## src/rtl/sparkle_pkg.sv

```systemverilog
// -----------------------------------------------------------------------------
// sparkle_pkg
// Shared definitions for the sparkle sprite address generator:
//   - mode_e       : per-channel animation direction mode
//   - ROW_W/COL_W  : pixel coordinate widths of the VGA scan
//   - hit_ch_w()   : width of an index over n items, never below one bit
// -----------------------------------------------------------------------------
package sparkle_pkg;

  typedef enum logic [1:0] {
    MODE_FWD = 2'd0,
    MODE_REV = 2'd1,
    MODE_PP  = 2'd2,
    MODE_FRZ = 2'd3
  } mode_e;

  localparam int ROW_W = 9;
  localparam int COL_W = 10;

  // Width of an index selecting one of n items (one bit minimum).
  function automatic int hit_ch_w(input int n);
    return (n <= 1) ? 1 : $clog2(n);
  endfunction

endpackage

```

## src/rtl/sparkle_frame_seq.sv

```systemverilog
// -----------------------------------------------------------------------------
// sparkle_frame_seq
// Per-channel animation sequencer: a free-running timer 0..PERIOD-1 and a frame
// counter that takes one step whenever the timer wraps. The step direction is
// chosen by mode (forward, reverse, ping-pong, frozen). sync restarts the
// channel (timer 0, frame 0, direction up) and overrides a coincident step.
//
// Optional build macro: SPARKLE_PINGPONG_EN
//   defined   - mode 2 bounces between the end frames using a direction flop
//   undefined - mode 2 behaves exactly like forward; no direction flop exists
//
// Ports:
//   clk    in   pixel clock
//   reset  in   asynchronous active-high reset
//   sync   in   single-cycle animation restart
//   mode   in   [1:0] direction mode (mode_e encoding)
//   frame  out  [FRAME_W-1:0] current animation frame
// -----------------------------------------------------------------------------
module sparkle_frame_seq
  import sparkle_pkg::*;
#(
  parameter int FRAMES  = 4,
  parameter int PERIOD  = 5000,
  parameter int FRAME_W = hit_ch_w(FRAMES)
) (
  input  logic               clk,
  input  logic               reset,
  input  logic               sync,
  input  logic [1:0]         mode,
  output logic [FRAME_W-1:0] frame
);

  localparam int                 TIMER_W = (PERIOD <= 1) ? 1 : $clog2(PERIOD);
  localparam logic [TIMER_W-1:0] T_LAST  = TIMER_W'(PERIOD - 1);
  localparam logic [FRAME_W-1:0] F_LAST  = FRAME_W'(FRAMES - 1);

  logic [TIMER_W-1:0] timer_q, timer_d;
  logic [FRAME_W-1:0] frame_q, frame_d;
  logic [FRAME_W-1:0] fwd_next;
  logic               wrap;
`ifdef SPARKLE_PINGPONG_EN
  logic               dir_q, dir_d;   // 0: counting up, 1: counting down
`endif

  always_comb begin
    // NOTE: every signal written here gets a default first, so no path leaves
    // one unassigned and no latch is inferred.
    timer_d  = timer_q;
    frame_d  = frame_q;
`ifdef SPARKLE_PINGPONG_EN
    dir_d    = dir_q;
`endif
    wrap     = (timer_q == T_LAST);
    // ">=" rather than "==" keeps a stray out-of-range frame stepping back in.
    fwd_next = (frame_q >= F_LAST) ? '0 : frame_q + 1'b1;

    if (sync) begin
      // sync wins over a coincident wrap: restart, no step.
      timer_d = '0;
      frame_d = '0;
`ifdef SPARKLE_PINGPONG_EN
      dir_d   = 1'b0;
`endif
    end else begin
      timer_d = wrap ? '0 : timer_q + 1'b1;
      if (wrap) begin
        if (FRAMES == 1) begin
          frame_d = '0;
        end else begin
          case (mode_e'(mode))
            MODE_FWD: frame_d = fwd_next;
            MODE_REV: frame_d = (frame_q == '0) ? F_LAST : frame_q - 1'b1;
            MODE_PP: begin
`ifdef SPARKLE_PINGPONG_EN
              // Turn around at each end without repeating the end frame.
              if (!dir_q) begin
                if (frame_q >= F_LAST) begin
                  frame_d = frame_q - 1'b1;
                  dir_d   = 1'b1;
                end else begin
                  frame_d = frame_q + 1'b1;
                end
              end else begin
                if (frame_q == '0) begin
                  frame_d = frame_q + 1'b1;
                  dir_d   = 1'b0;
                end else begin
                  frame_d = frame_q - 1'b1;
                end
              end
`else
              frame_d = fwd_next;
`endif
            end
            default:  frame_d = '0;   // frozen
          endcase
        end
      end
    end
  end

  // NOTE: state registers use non-blocking assignments so every flop samples
  // the pre-edge values regardless of block evaluation order.
  always_ff @(posedge clk or posedge reset) begin
    if (reset) begin
      timer_q <= '0;
      frame_q <= '0;
`ifdef SPARKLE_PINGPONG_EN
      dir_q   <= 1'b0;
`endif
    end else begin
      timer_q <= timer_d;
      frame_q <= frame_d;
`ifdef SPARKLE_PINGPONG_EN
      dir_q   <= dir_d;
`endif
    end
  end

  assign frame = frame_q;

endmodule

```

## src/rtl/sparkle_array.sv

```systemverilog
// -----------------------------------------------------------------------------
// sparkle_array
// Multi-channel animated-sprite address generator for the VGA pixel path.
// N_CH independently placed SIZE x SIZE boxes, each animated by its own
// sparkle_frame_seq. For each pixel the lowest-index enabled box containing it
// wins, and the registered outputs give its sprite-ROM address
//   (row-ch_row)*SIZE + (col-ch_col) + frame*SIZE*SIZE
// Misses give addr=0, hit=0, hit_ch=0. Output latency is one clock.
//
// Optional build macro: SPARKLE_PINGPONG_EN (ping-pong mode 2; see
// sparkle_frame_seq). Without it mode 2 runs forward.
//
// Ports:
//   clk      in   pixel clock
//   reset    in   asynchronous active-high reset
//   row      in   [8:0]  current pixel row
//   col      in   [9:0]  current pixel column
//   ch_en    in   [N_CH-1:0]     per-channel enable
//   ch_row   in   [9*N_CH-1:0]   box top rows, channel i at [9i+8:9i]
//   ch_col   in   [10*N_CH-1:0]  box left columns, channel i at [10i+9:10i]
//   ch_mode  in   [2*N_CH-1:0]   per-channel mode (mode_e encoding)
//   sync     in   single-cycle animation restart for all channels
//   addr     out  [ADDR_W-1:0]   sprite-ROM address
//   hit      out  pixel lies inside an enabled box
//   hit_ch   out  index of the winning channel
// -----------------------------------------------------------------------------
module sparkle_array
  import sparkle_pkg::*;
#(
  parameter int N_CH   = 8,
  parameter int SIZE   = 20,
  parameter int FRAMES = 4,
  parameter int PERIOD = 5000,
  parameter int ADDR_W = 12
) (
  input  logic                        clk,
  input  logic                        reset,
  input  logic [ROW_W-1:0]            row,
  input  logic [COL_W-1:0]            col,
  input  logic [N_CH-1:0]             ch_en,
  input  logic [ROW_W*N_CH-1:0]       ch_row,
  input  logic [COL_W*N_CH-1:0]       ch_col,
  input  logic [2*N_CH-1:0]           ch_mode,
  input  logic                        sync,
  output logic [ADDR_W-1:0]           addr,
  output logic                        hit,
  output logic [hit_ch_w(N_CH)-1:0]   hit_ch
);

  localparam int CH_W    = hit_ch_w(N_CH);
  localparam int FRAME_W = hit_ch_w(FRAMES);

  logic [FRAME_W-1:0] frame     [N_CH];
  logic [ROW_W-1:0]   box_row   [N_CH];
  logic [COL_W-1:0]   box_col   [N_CH];
  logic [N_CH-1:0]    ch_hit;

  for (genvar g = 0; g < N_CH; g++) begin : g_ch
    // Bound sums are one bit wider than the coordinate so a box hanging off
    // the bottom/right edge never wraps back onto row/column 0.
    logic [ROW_W:0] row_end;
    logic [COL_W:0] col_end;

    sparkle_frame_seq #(
      .FRAMES  (FRAMES),
      .PERIOD  (PERIOD),
      .FRAME_W (FRAME_W)
    ) u_seq (
      .clk   (clk),
      .reset (reset),
      .sync  (sync),
      .mode  (ch_mode[2*g +: 2]),
      .frame (frame[g])
    );

    assign box_row[g] = ch_row[ROW_W*g +: ROW_W];
    assign box_col[g] = ch_col[COL_W*g +: COL_W];
    assign row_end    = {1'b0, box_row[g]} + (ROW_W+1)'(SIZE);
    assign col_end    = {1'b0, box_col[g]} + (COL_W+1)'(SIZE);
    assign ch_hit[g]  = ch_en[g]
                      && (row >= box_row[g]) && ({1'b0, row} < row_end)
                      && (col >= box_col[g]) && ({1'b0, col} < col_end);
  end

  logic                hit_d,    hit_q;
  logic [CH_W-1:0]     hit_ch_d, hit_ch_q;
  logic [ADDR_W-1:0]   addr_d,   addr_q;
  logic [ROW_W-1:0]    sel_row, d_row;
  logic [COL_W-1:0]    sel_col, d_col;
  logic [FRAME_W-1:0]  sel_frame;

  // Lowest-index priority: scan from the top down so lower channels overwrite.
  // Only the winner's geometry feeds the single multiply-add below.
  always_comb begin
    hit_d     = 1'b0;
    hit_ch_d  = '0;
    sel_row   = '0;
    sel_col   = '0;
    sel_frame = '0;
    for (int i = N_CH - 1; i >= 0; i--) begin
      if (ch_hit[i]) begin
        hit_d     = 1'b1;
        hit_ch_d  = CH_W'(i);
        sel_row   = box_row[i];
        sel_col   = box_col[i];
        sel_frame = frame[i];
      end
    end

    d_row  = row - sel_row;
    d_col  = col - sel_col;
    addr_d = '0;
    if (hit_d) begin
      addr_d = ADDR_W'(int'(d_row) * SIZE + int'(d_col)
                       + int'(sel_frame) * SIZE * SIZE);
    end
  end

  always_ff @(posedge clk or posedge reset) begin
    if (reset) begin
      hit_q    <= 1'b0;
      hit_ch_q <= '0;
      addr_q   <= '0;
    end else begin
      hit_q    <= hit_d;
      hit_ch_q <= hit_ch_d;
      addr_q   <= addr_d;
    end
  end

  assign hit    = hit_q;
  assign hit_ch = hit_ch_q;
  assign addr   = addr_q;

endmodule

```

## config.mk

```make
export PLATFORM = sky130hd
export DESIGN_NAME = sparkle_array
export DESIGN_NICKNAME = d
export VERILOG_FILES = /design/src/rtl/sparkle_pkg.sv /design/src/rtl/sparkle_frame_seq.sv /design/src/rtl/sparkle_array.sv
export SDC_FILE = /design/constraint.sdc
export NUM_CORES = 1
export LEC_CHECK = 0
export ABC_AREA = 1
export CAP_MARGIN = 15
export CORE_MARGIN = 2
export CORE_UTILIZATION = 53
export DETAILED_ROUTE_END_ITERATION = 8
export PLACE_DENSITY = 0.8
export SETUP_SLACK_MARGIN = 0.3
export SYNTH_ARGS = -nofsm -noshare
export SYNTH_HDL_FRONTEND = slang
export SYNTH_SLANG_ARGS = --single-unit
```

## constraint.sdc

```tcl
create_clock -name clk -period 4 [get_ports clk]
set_input_delay 0.4 -clock clk [delete_from_list [all_inputs] [get_ports clk]]
set_output_delay 0.4 -clock clk [all_outputs]
set_load 0.01 [all_outputs]
```

==> results of run 1 <==
-- cells by family (layout without fill, tap and decap cells) --
logic type / after synthesis / after routing / synth area share, %
compound gates: 454 / 454 / 13.89
flops: 136 / 136 / 18.58
other cells: 0 / 7 / 0
fa+ha+maj: 365 / 365 / 25.30
xor+xnor: 118 / 118 / 5.642
simple gates: 1088 / 1088 / 26.14
buf+inv: 491 / 1238 / 10.44
-- path summary, 6_finish.rpt --
check	depth (start not counted)	to	startpoint
setup reg to reg	20	addr[11]	g_ch[5].u_seq.frame[0]
min in group asynchronous	2	g_ch[0].u_seq.timer_q[6]	reset
max in group asynchronous	3	g_ch[2].u_seq.frame[1]	reset
hold / removal	1	g_ch[7].u_seq.timer_q[0]	g_ch[7].u_seq.timer_q[0]
setup / recovery	39	addr[11]	row[1]
hold reg to reg	1	g_ch[7].u_seq.timer_q[0]	g_ch[7].u_seq.timer_q[0]
-- synthesized netlist by cell type, drive strengths merged (17+ instances only) --
cell type and instances:
a21oi 178, buf 21, dfrtp 136, ha 356, inv 459, nand2 491, nand3 150, nand3b 18
nand4 55, nor2 256, nor3 78, nor3b 17, o21a 17, o21ai 188, o21bai 17, xor2 104
-- flip-flops by register name (all words and copies together), names as in the netlist --
name                cells
g_ch.u_seq.timer_q    104
addr                   12
hit_ch                  3
g_ch.u_seq.frame       16
hit                     1
-- per-stage QoR --
stage,instance area [µm²],utilization [%],setup slack [ns]
final,27560,80.39,-2.677
after global routing,27550,80.35,-2.882
after CTS,26860,78.34,-2.014
after detailed placement,24700,72.05,-3.232
after global placement,24700,72.05,-2.928
after floorplan,18610,-,-2.082
-- routing by layer --
metal	track usage (%)	wire length [µm]
met1	39.72	26130
met2	65.41	34060
met3	5.516	4711
met4	24.33	5587
met5	0	47
-- worst reg2reg max path, stage by stage (launching register included) --
cell and delay, ns:
dfrtp_1 0.41, inv_1 0.13, nand3_1 0.11, o211ai_1 0.12
o21bai_1 0.19, nand2_1 0.07, nand2_1 0.27, buf_4 0.19
inv_1 0.07, ha_1 0.29, inv_1 0.07, fa_1 0.60
ha_4 0.24, a21oi_4 0.18, nor2_4 0.06, o21ai_2 0.14
nand2_1 0.08, xor2_1 0.17, xor2_1 0.18, inv_1 0.06
nor2_1 0.13
-- power groups by stage --
stage	clock (W)	sequential, W	combinational (W)
finish	0.00165	0.00152	0.00923
global route	0.00172	0.00152	0.00974
CTS	0.00166	0.00151	0.00728
detailed placement	0	0.00153	0.00602
global placement	0	0.00153	0.00570
floorplan	0	0.00154	0.00362
-- area by class of cell --
| type | count | share of cell area (%) |
|---|---|---|
| timing repair buffer | 747 | 23.94 |
| tap | 455 | 2.065 |
| sequential | 136 | 12.35 |
| antenna | 7 | 0.06355 |
| inverter | 459 | 6.301 |
| clock buffer | 18 | 1.593 |
| clock inverter | 14 | 0.5856 |
| multi-input combinational | 2025 | 53.11 |
-- repair_timing --
item	CTS	global route
buffers inserted	53	33
pin swaps	177	66
hold buffers	0	0
endpoints found under the setup margin	11	11
gates cloned	7	0
gates resized for setup	439	139
==> metrics.md, run 1 <==
| Metric | Value |
|---|---|
| Antenna viol nets, final | 0 |
| Share of cells above drive strength 1 | 27.24% |
| Synth top area share | about a quarter |
| Clock share of power | 13.3% |
| Largest net degree at the start of global routing | 56 |
| Worst setup SP type | primary input |
| Post-detail-place hpwl | 49350 µm |
| WHS | 0.4604 ns |
| P per Cell Area | 449.7 mW/mm² |
| Switching share of power | 43.07% |
| Crit path buffers/inverters | 10 |
| Most common cell after layout, fill and taps aside | buf_4 |
| Total Nets Final | 3949 |
| Hold Path Class | reg -> reg |
| EDFF count, synth | 0 |
| Worst path max stage delay | roughly 0.46 ns |
| Asr flop ratio synth | 100.0% |
| Syn Nets | 3215 |
| # clock sinks | 136 |
| Final hold violation count | 0 |
| Period minus WS final | 6.677 ns |
| Worst EP required | 4.37 ns |
| WL/cell | approximately 18 µm |
| Placed cell count | roughly 3700 |
| Yosys warning count | 0 |
| Crit Path Class | in -> reg |
| Flop pwr share | 12.2% |
| Clock Tree Root | clkbuf_16 |
| Area Growth Syn to Fin | 50.49% |
| Slowest CP cell | clkdlybuf4s50_1 |
| Net Switching | 0.005339 W |
| Int Pwr | 0.007058 W |
| Reg area | 0.003403 mm² |
| Via-per-instance ratio | 5.658 |
| Clock Pin Slew Worst Setup and Hold Paths | 0.07 ns |
| Slew @ Worst Pin | 0.9016 ns |
| Cells after synthesis | approximately 2700 |
| Fin crit share | 166.9% |
| Synth top area cells | ha_1 24%, dfrtp_1 19%, nand2_1 10% |
| Sequential area share after synthesis | 18.58% |
| Setup TNS | -17.52 ns |
| Die Height | 189.9 µm |
| Routability cong. | 0.9524 |
| Total gr overflow | 0 |
| Die Width | ~190 µm |
| Crit-path most repeated cell | buf_4 |
| Outcome | finished, violations left |
| Clock latency on the worst-skew pair | roughly 0.45 ns |
| First-pass GRT wire length | 105400 µm |
| H-tree depth | 4 |
| Post-Syn Area | ~0.018 mm² |
| DRC | 0 |
| Final Max Slew Viols | 0 |
| Skew final | 0.02351 ns |
| Footprint of the multi-input gates | 0.01464 mm² |
| CP arrival | 7.04 ns |
| GRT Util Overall | 36.44% |
| Setup ws final | -2.677 ns |
| Final cell count without fillers | 3861 |
| IO Port Bufs | 213 |
| Setup Viol. Count Final | 10 |
| Row count | 68 |
| Fillers | 2179 |
| Crit end category | flip-flop |
| RSZ-0062 raised after global routing | true |
| Combinational power share | 74.5% |
| Die area | 0.03606 mm² |
| Slew Limit Headroom | 39.77% |
| Reg2reg setup slack | between 0.15 and 0.2 ns |
| Failing checks | setup timing |
| TritonCTS buffer count | 17 |
| Top_reg_cell synth | dfrtp_1 |
| CTS tree | done |
| Delay-heaviest family, CP | adder cells |
| P_leak | between 10 and 15 nW |
| Routed WL | 70540 µm |
| Total power | about 0.012 W |
| Vias in the first global route | 22186 |
| Crit-path max FO | 6 |
| Maximum vdd ir drop | 0.8595 mV |
| Maximum clock rate | 0.1498 GHz |
| Leading area contributor after synthesis | ha_1 |
| DR pass1 iterations | 6 |
| Post-synthesis average cell area | 6.907 µm² |
| CTS max path bufs | 2 |
| Most frequent cells in the layout | 472 x buf_4, 464 x nand2_1, 408 x inv_1 |
| Flop and latch count out of synthesis | 136 |
| Ports | 214 |
| Synth unique cells | 49 |
| Initial antenna violation count | 9 |
| Core area | 0.03429 mm² |
| # Max-Cap Violations | 0 |
| Starting density of the core | 53.42% |
| 1st-iter DRT viols | 1279 |
| Routed vias | 21844 |
Note: power is estimated with default switching activity, not from simulation.
==> run 2, diff against run 1 <==
--- a/config.mk
+++ b/config.mk
@@ -7,3 +7,2 @@
 export LEC_CHECK = 0
-export ABC_AREA = 1
 export CAP_MARGIN = 15
@@ -12,3 +11,3 @@
 export DETAILED_ROUTE_END_ITERATION = 8
-export PLACE_DENSITY = 0.8
+export PLACE_DENSITY = 0.81
 export SETUP_SLACK_MARGIN = 0.3
==> constraint.sdc (replaced) <==
create_clock -name clk -period 4 [get_ports clk]
set_input_delay 0.8 -clock clk [delete_from_list [all_inputs] [get_ports clk]]
set_output_delay 0.8 -clock clk [all_outputs]
set_load 0.01 [all_outputs]
==> metrics.md, run 2 <==
| Metric | Value |
|---|---|
| IO Port Bufs | 213 |
| Maximum clock rate | 0.1335 GHz |
| Via-per-instance ratio | 6.148 |
| Final cell count without fillers | 3231 |
| DRC | 0 |
| Total power | 0.01155 W |
| Placed cell count | a little over 3000 |
| Final core occ | 82.94% |
| FF-to-FF path depth | 16 |
| Slew Limit Headroom | 42.70% |
| Synth top cells by count | 356 x ha_1, 225 x inv_1, 202 x nor2_1 |
| Synth unique cells | between 70 and 80 |
| Outcome | finished, violations left |
| DR pass1 iterations | 6 |
| Routed WL | 71940 µm |
| Slew @ Worst Pin | 0.8577 ns |
| Reg2reg setup slack | 0.16 ns |
| Fin crit share | 187.3% |
| Period minus WS final | 7.490 ns |
| Switching share of power | between 40% and 50% |
| Initial antenna violation count | 8 |
| Clock share of power | 14.0% |
| Int Pwr | 0.006883 W |
| Crit end category | flip-flop |
| Final hold violation count | 0 |
| Routed vias | around 20000 |
| Final Max Slew Viols | 0 |
| Area Growth Syn to Fin | 53.21% |
| P_leak | around 13 nW |
| Row count | 65 |
| Clock Tree Root | clkbuf_16 |
| Hold buffers post-CTS | 0 |
| TritonCTS buffer count | 17 |
| Cells after synthesis | 2047 |
| Slowest CP cell | or4_4 |
| Crit-path max FO | 16 |
| Leading area contributor after synthesis | ha_1 |
| Most frequent cells in the layout | 508 x buf_4, 322 x ha_1, 202 x inv_1 |
| Post-detail-place hpwl | just over 50000 µm |
| H-tree depth | 4 |
| Synth top area cells | ha_1 26%, dfrtp_1 20%, xnor2_1 6.1% |
| Die area | 0.03385 mm² |
| Clock Pin Slew Worst Setup and Hold Paths | 0.07 ns |
| Failing checks | setup timing |
| Sequential area share after synthesis | 19.82% |
| Routability cong. | between 1 and 1.5 |
| Syn Nets | 2610 |
| Largest net degree at the start of global routing | 42 |
| Flop and latch count out of synthesis | 136 |
| Total Nets Final | around 3400 |
| Top_reg_cell synth | dfrtp_1 |
| CTS max path bufs | 2 |
| Setup ws final | -3.490 ns |
| Asr flop ratio synth | between 90% and 100% |
| Hold Path Class | reg -> reg |
| Antenna viol nets, final | 0 |
| Yosys warning count | 0 |
| Die Height | 184.0 µm |
| Skew final | 0.01231 ns |
| Most frequent cell after synthesis | ha_1 |
| Post-synthesis average cell area | about 8.4 µm² |
| # clock sinks | about 140 |
| EDFF count, synth | 0 |
| RSZ-0062 raised after global routing | true |
| Worst EP required | roughly 4.3 ns |
| Vias in the first global route | 20321 |
| Combinational power share | approximately 73% |
| Flop pwr share | 12.8% |
| CTS tree | done |
| 1st-iter DRT viols | about 1800 |
| Largest register by flop count | g_ch.u_seq.timer_q |
| Maximum vdd ir drop | between 0.7 and 0.8 mV |
| Most common cell after layout, fill and taps aside | buf_4 |
| Largest register FFs | roughly 100 |
| GRT Util Overall | between 40 and 50% |
| Die Width | 184.0 µm |
| Worst setup SP type | primary input |
| First-pass GRT wire length | 105400 µm |
| Share of cells above drive strength 1 | 31.40% |
| Worst path max stage delay | 0.57 ns |
| Net Switching | around 0.0047 W |
| Crit Path Class | in -> reg |
| Core area | roughly 0.032 mm² |
| Crit-path most repeated cell | ha_1 |
| Total gr overflow | 0 |
| Starting density of the core | about 54% |
| Hold path cells | 1 |
| P per Cell Area | about 440 mW/mm² |
| CP arrival | approximately 8 ns |
| Clock latency on the worst-skew pair | 0.44 ns |
| # Max-Cap Violations | 0 |
| Ports | 214 |
| Synth top area share | 25.94% |
| WL/cell | 22.27 µm |
| Setup Viol. Count Final | 12 |
| Post-Syn Area | 0.01717 mm² |
| WHS | about 0.46 ns |
==> run 2: cell count changes in the layout (fill, tap and decap cells not counted), moves of 25 or more <==
| cell | before | now |
|---|---|---|
| o21ai_0 | 110 | 62 |
| inv_1 | 408 | 202 |
| nor3_1 | 56 | 15 |
| nand2_1 | 464 | 82 |
| a21o_1 | 8 | 33 |
| inv_2 | 47 | 20 |
| nand4_1 | 55 | 20 |
| nor2b_1 | 0 | 27 |
| nand3_1 | 117 | 79 |
| a21oi_1 | 147 | 94 |
| xnor2_1 | 10 | 103 |
| nor2_1 | 218 | 193 |
| nand2b_1 | 0 | 36 |
| buf_4 | 472 | 508 |
==> run 2: kinds of logic after synthesis <==
kind of cell             synth area share, %
AND/OR/NAND/NOR                        16.58
AO/OA/AOI/OAI                          19.83
adder cells (fa/ha/maj)                26.99
buffers and inverters                  5.946
XOR/XNOR                               10.20
flip-flops                             19.82
multiplexers                          0.6412
==> run 2: worst paths after layout <==
path,from,to
max in group asynchronous,reset,g_ch[3].u_seq.timer_q[10]
hold reg to reg,g_ch[5].u_seq.timer_q[0],g_ch[5].u_seq.timer_q[0]
setup / recovery,row[6],addr[11]
setup reg to reg,g_ch[7].u_seq.frame[0],addr[11]
min in group asynchronous,reset,g_ch[4].u_seq.timer_q[6]
hold / removal,g_ch[5].u_seq.timer_q[0],g_ch[5].u_seq.timer_q[0]
==> run 2: metal layers <==
metal	wire (µm)	GRT usage, %	up-vias
met2	33250	68.86	1135
met4	5823	25.28	2
li1	-	-	8922
met1	26570	46.33	9400
met3	6286	6.815	405
met5	13	0	-
==> run 2: power groups by stage <==
stage               sequential, W  combinational [W]  clock [W]
detailed placement        0.00150            0.00555          0
global placement          0.00149            0.00526          0
CTS                       0.00147            0.00689    0.00162
floorplan                 0.00150            0.00324          0
global route              0.00148            0.00891    0.00168
finish                    0.00147            0.00846    0.00161
==> run 2: critical path, delay by kind of cell <==
| kind | cells | cell delay [ns] |
|---|---|---|
| fa+ha+maj | 7 | 2.18 |
| xor+xnor | 4 | 0.62 |
| compound gates | 12 | 1.82 |
| simple gates | 6 | 1.49 |
| buf+inv | 6 | 0.88 |
==> run 2: metrics by stage <==
stage	cell area, µm²	setup WS (ns)	setup TNS, ns
CTS	25520	-2.976	-21.95
global placement	23690	-3.775	-33.90
detailed placement	23690	-4.046	-36.59
finish	26310	-3.490	-26.64
floorplan	17440	-3.031	-21.00
global route	26300	-3.665	-28.96
==> run 2: final cells by class <==
| class | count | area, µm² |
|---|---|---|
| clock inverter | 11 | 132.6 |
| antenna | 7 | 17.52 |
| inverter | 225 | 858.3 |
| tap | 402 | 503.0 |
| multi-input combinational | 1648 | 14280 |
| timing repair buffer | 781 | 6655 |
| clock buffer | 21 | 460.4 |
| sequential | 136 | 3403 |
| fill | 1879 | 5410 |
==> run 2: repair_timing <==
item	CTS	global route
cloned	1	0
buffers inserted	50	31
resized for setup	353	149
setup endpoints to repair	16	14
pin swaps	100	82
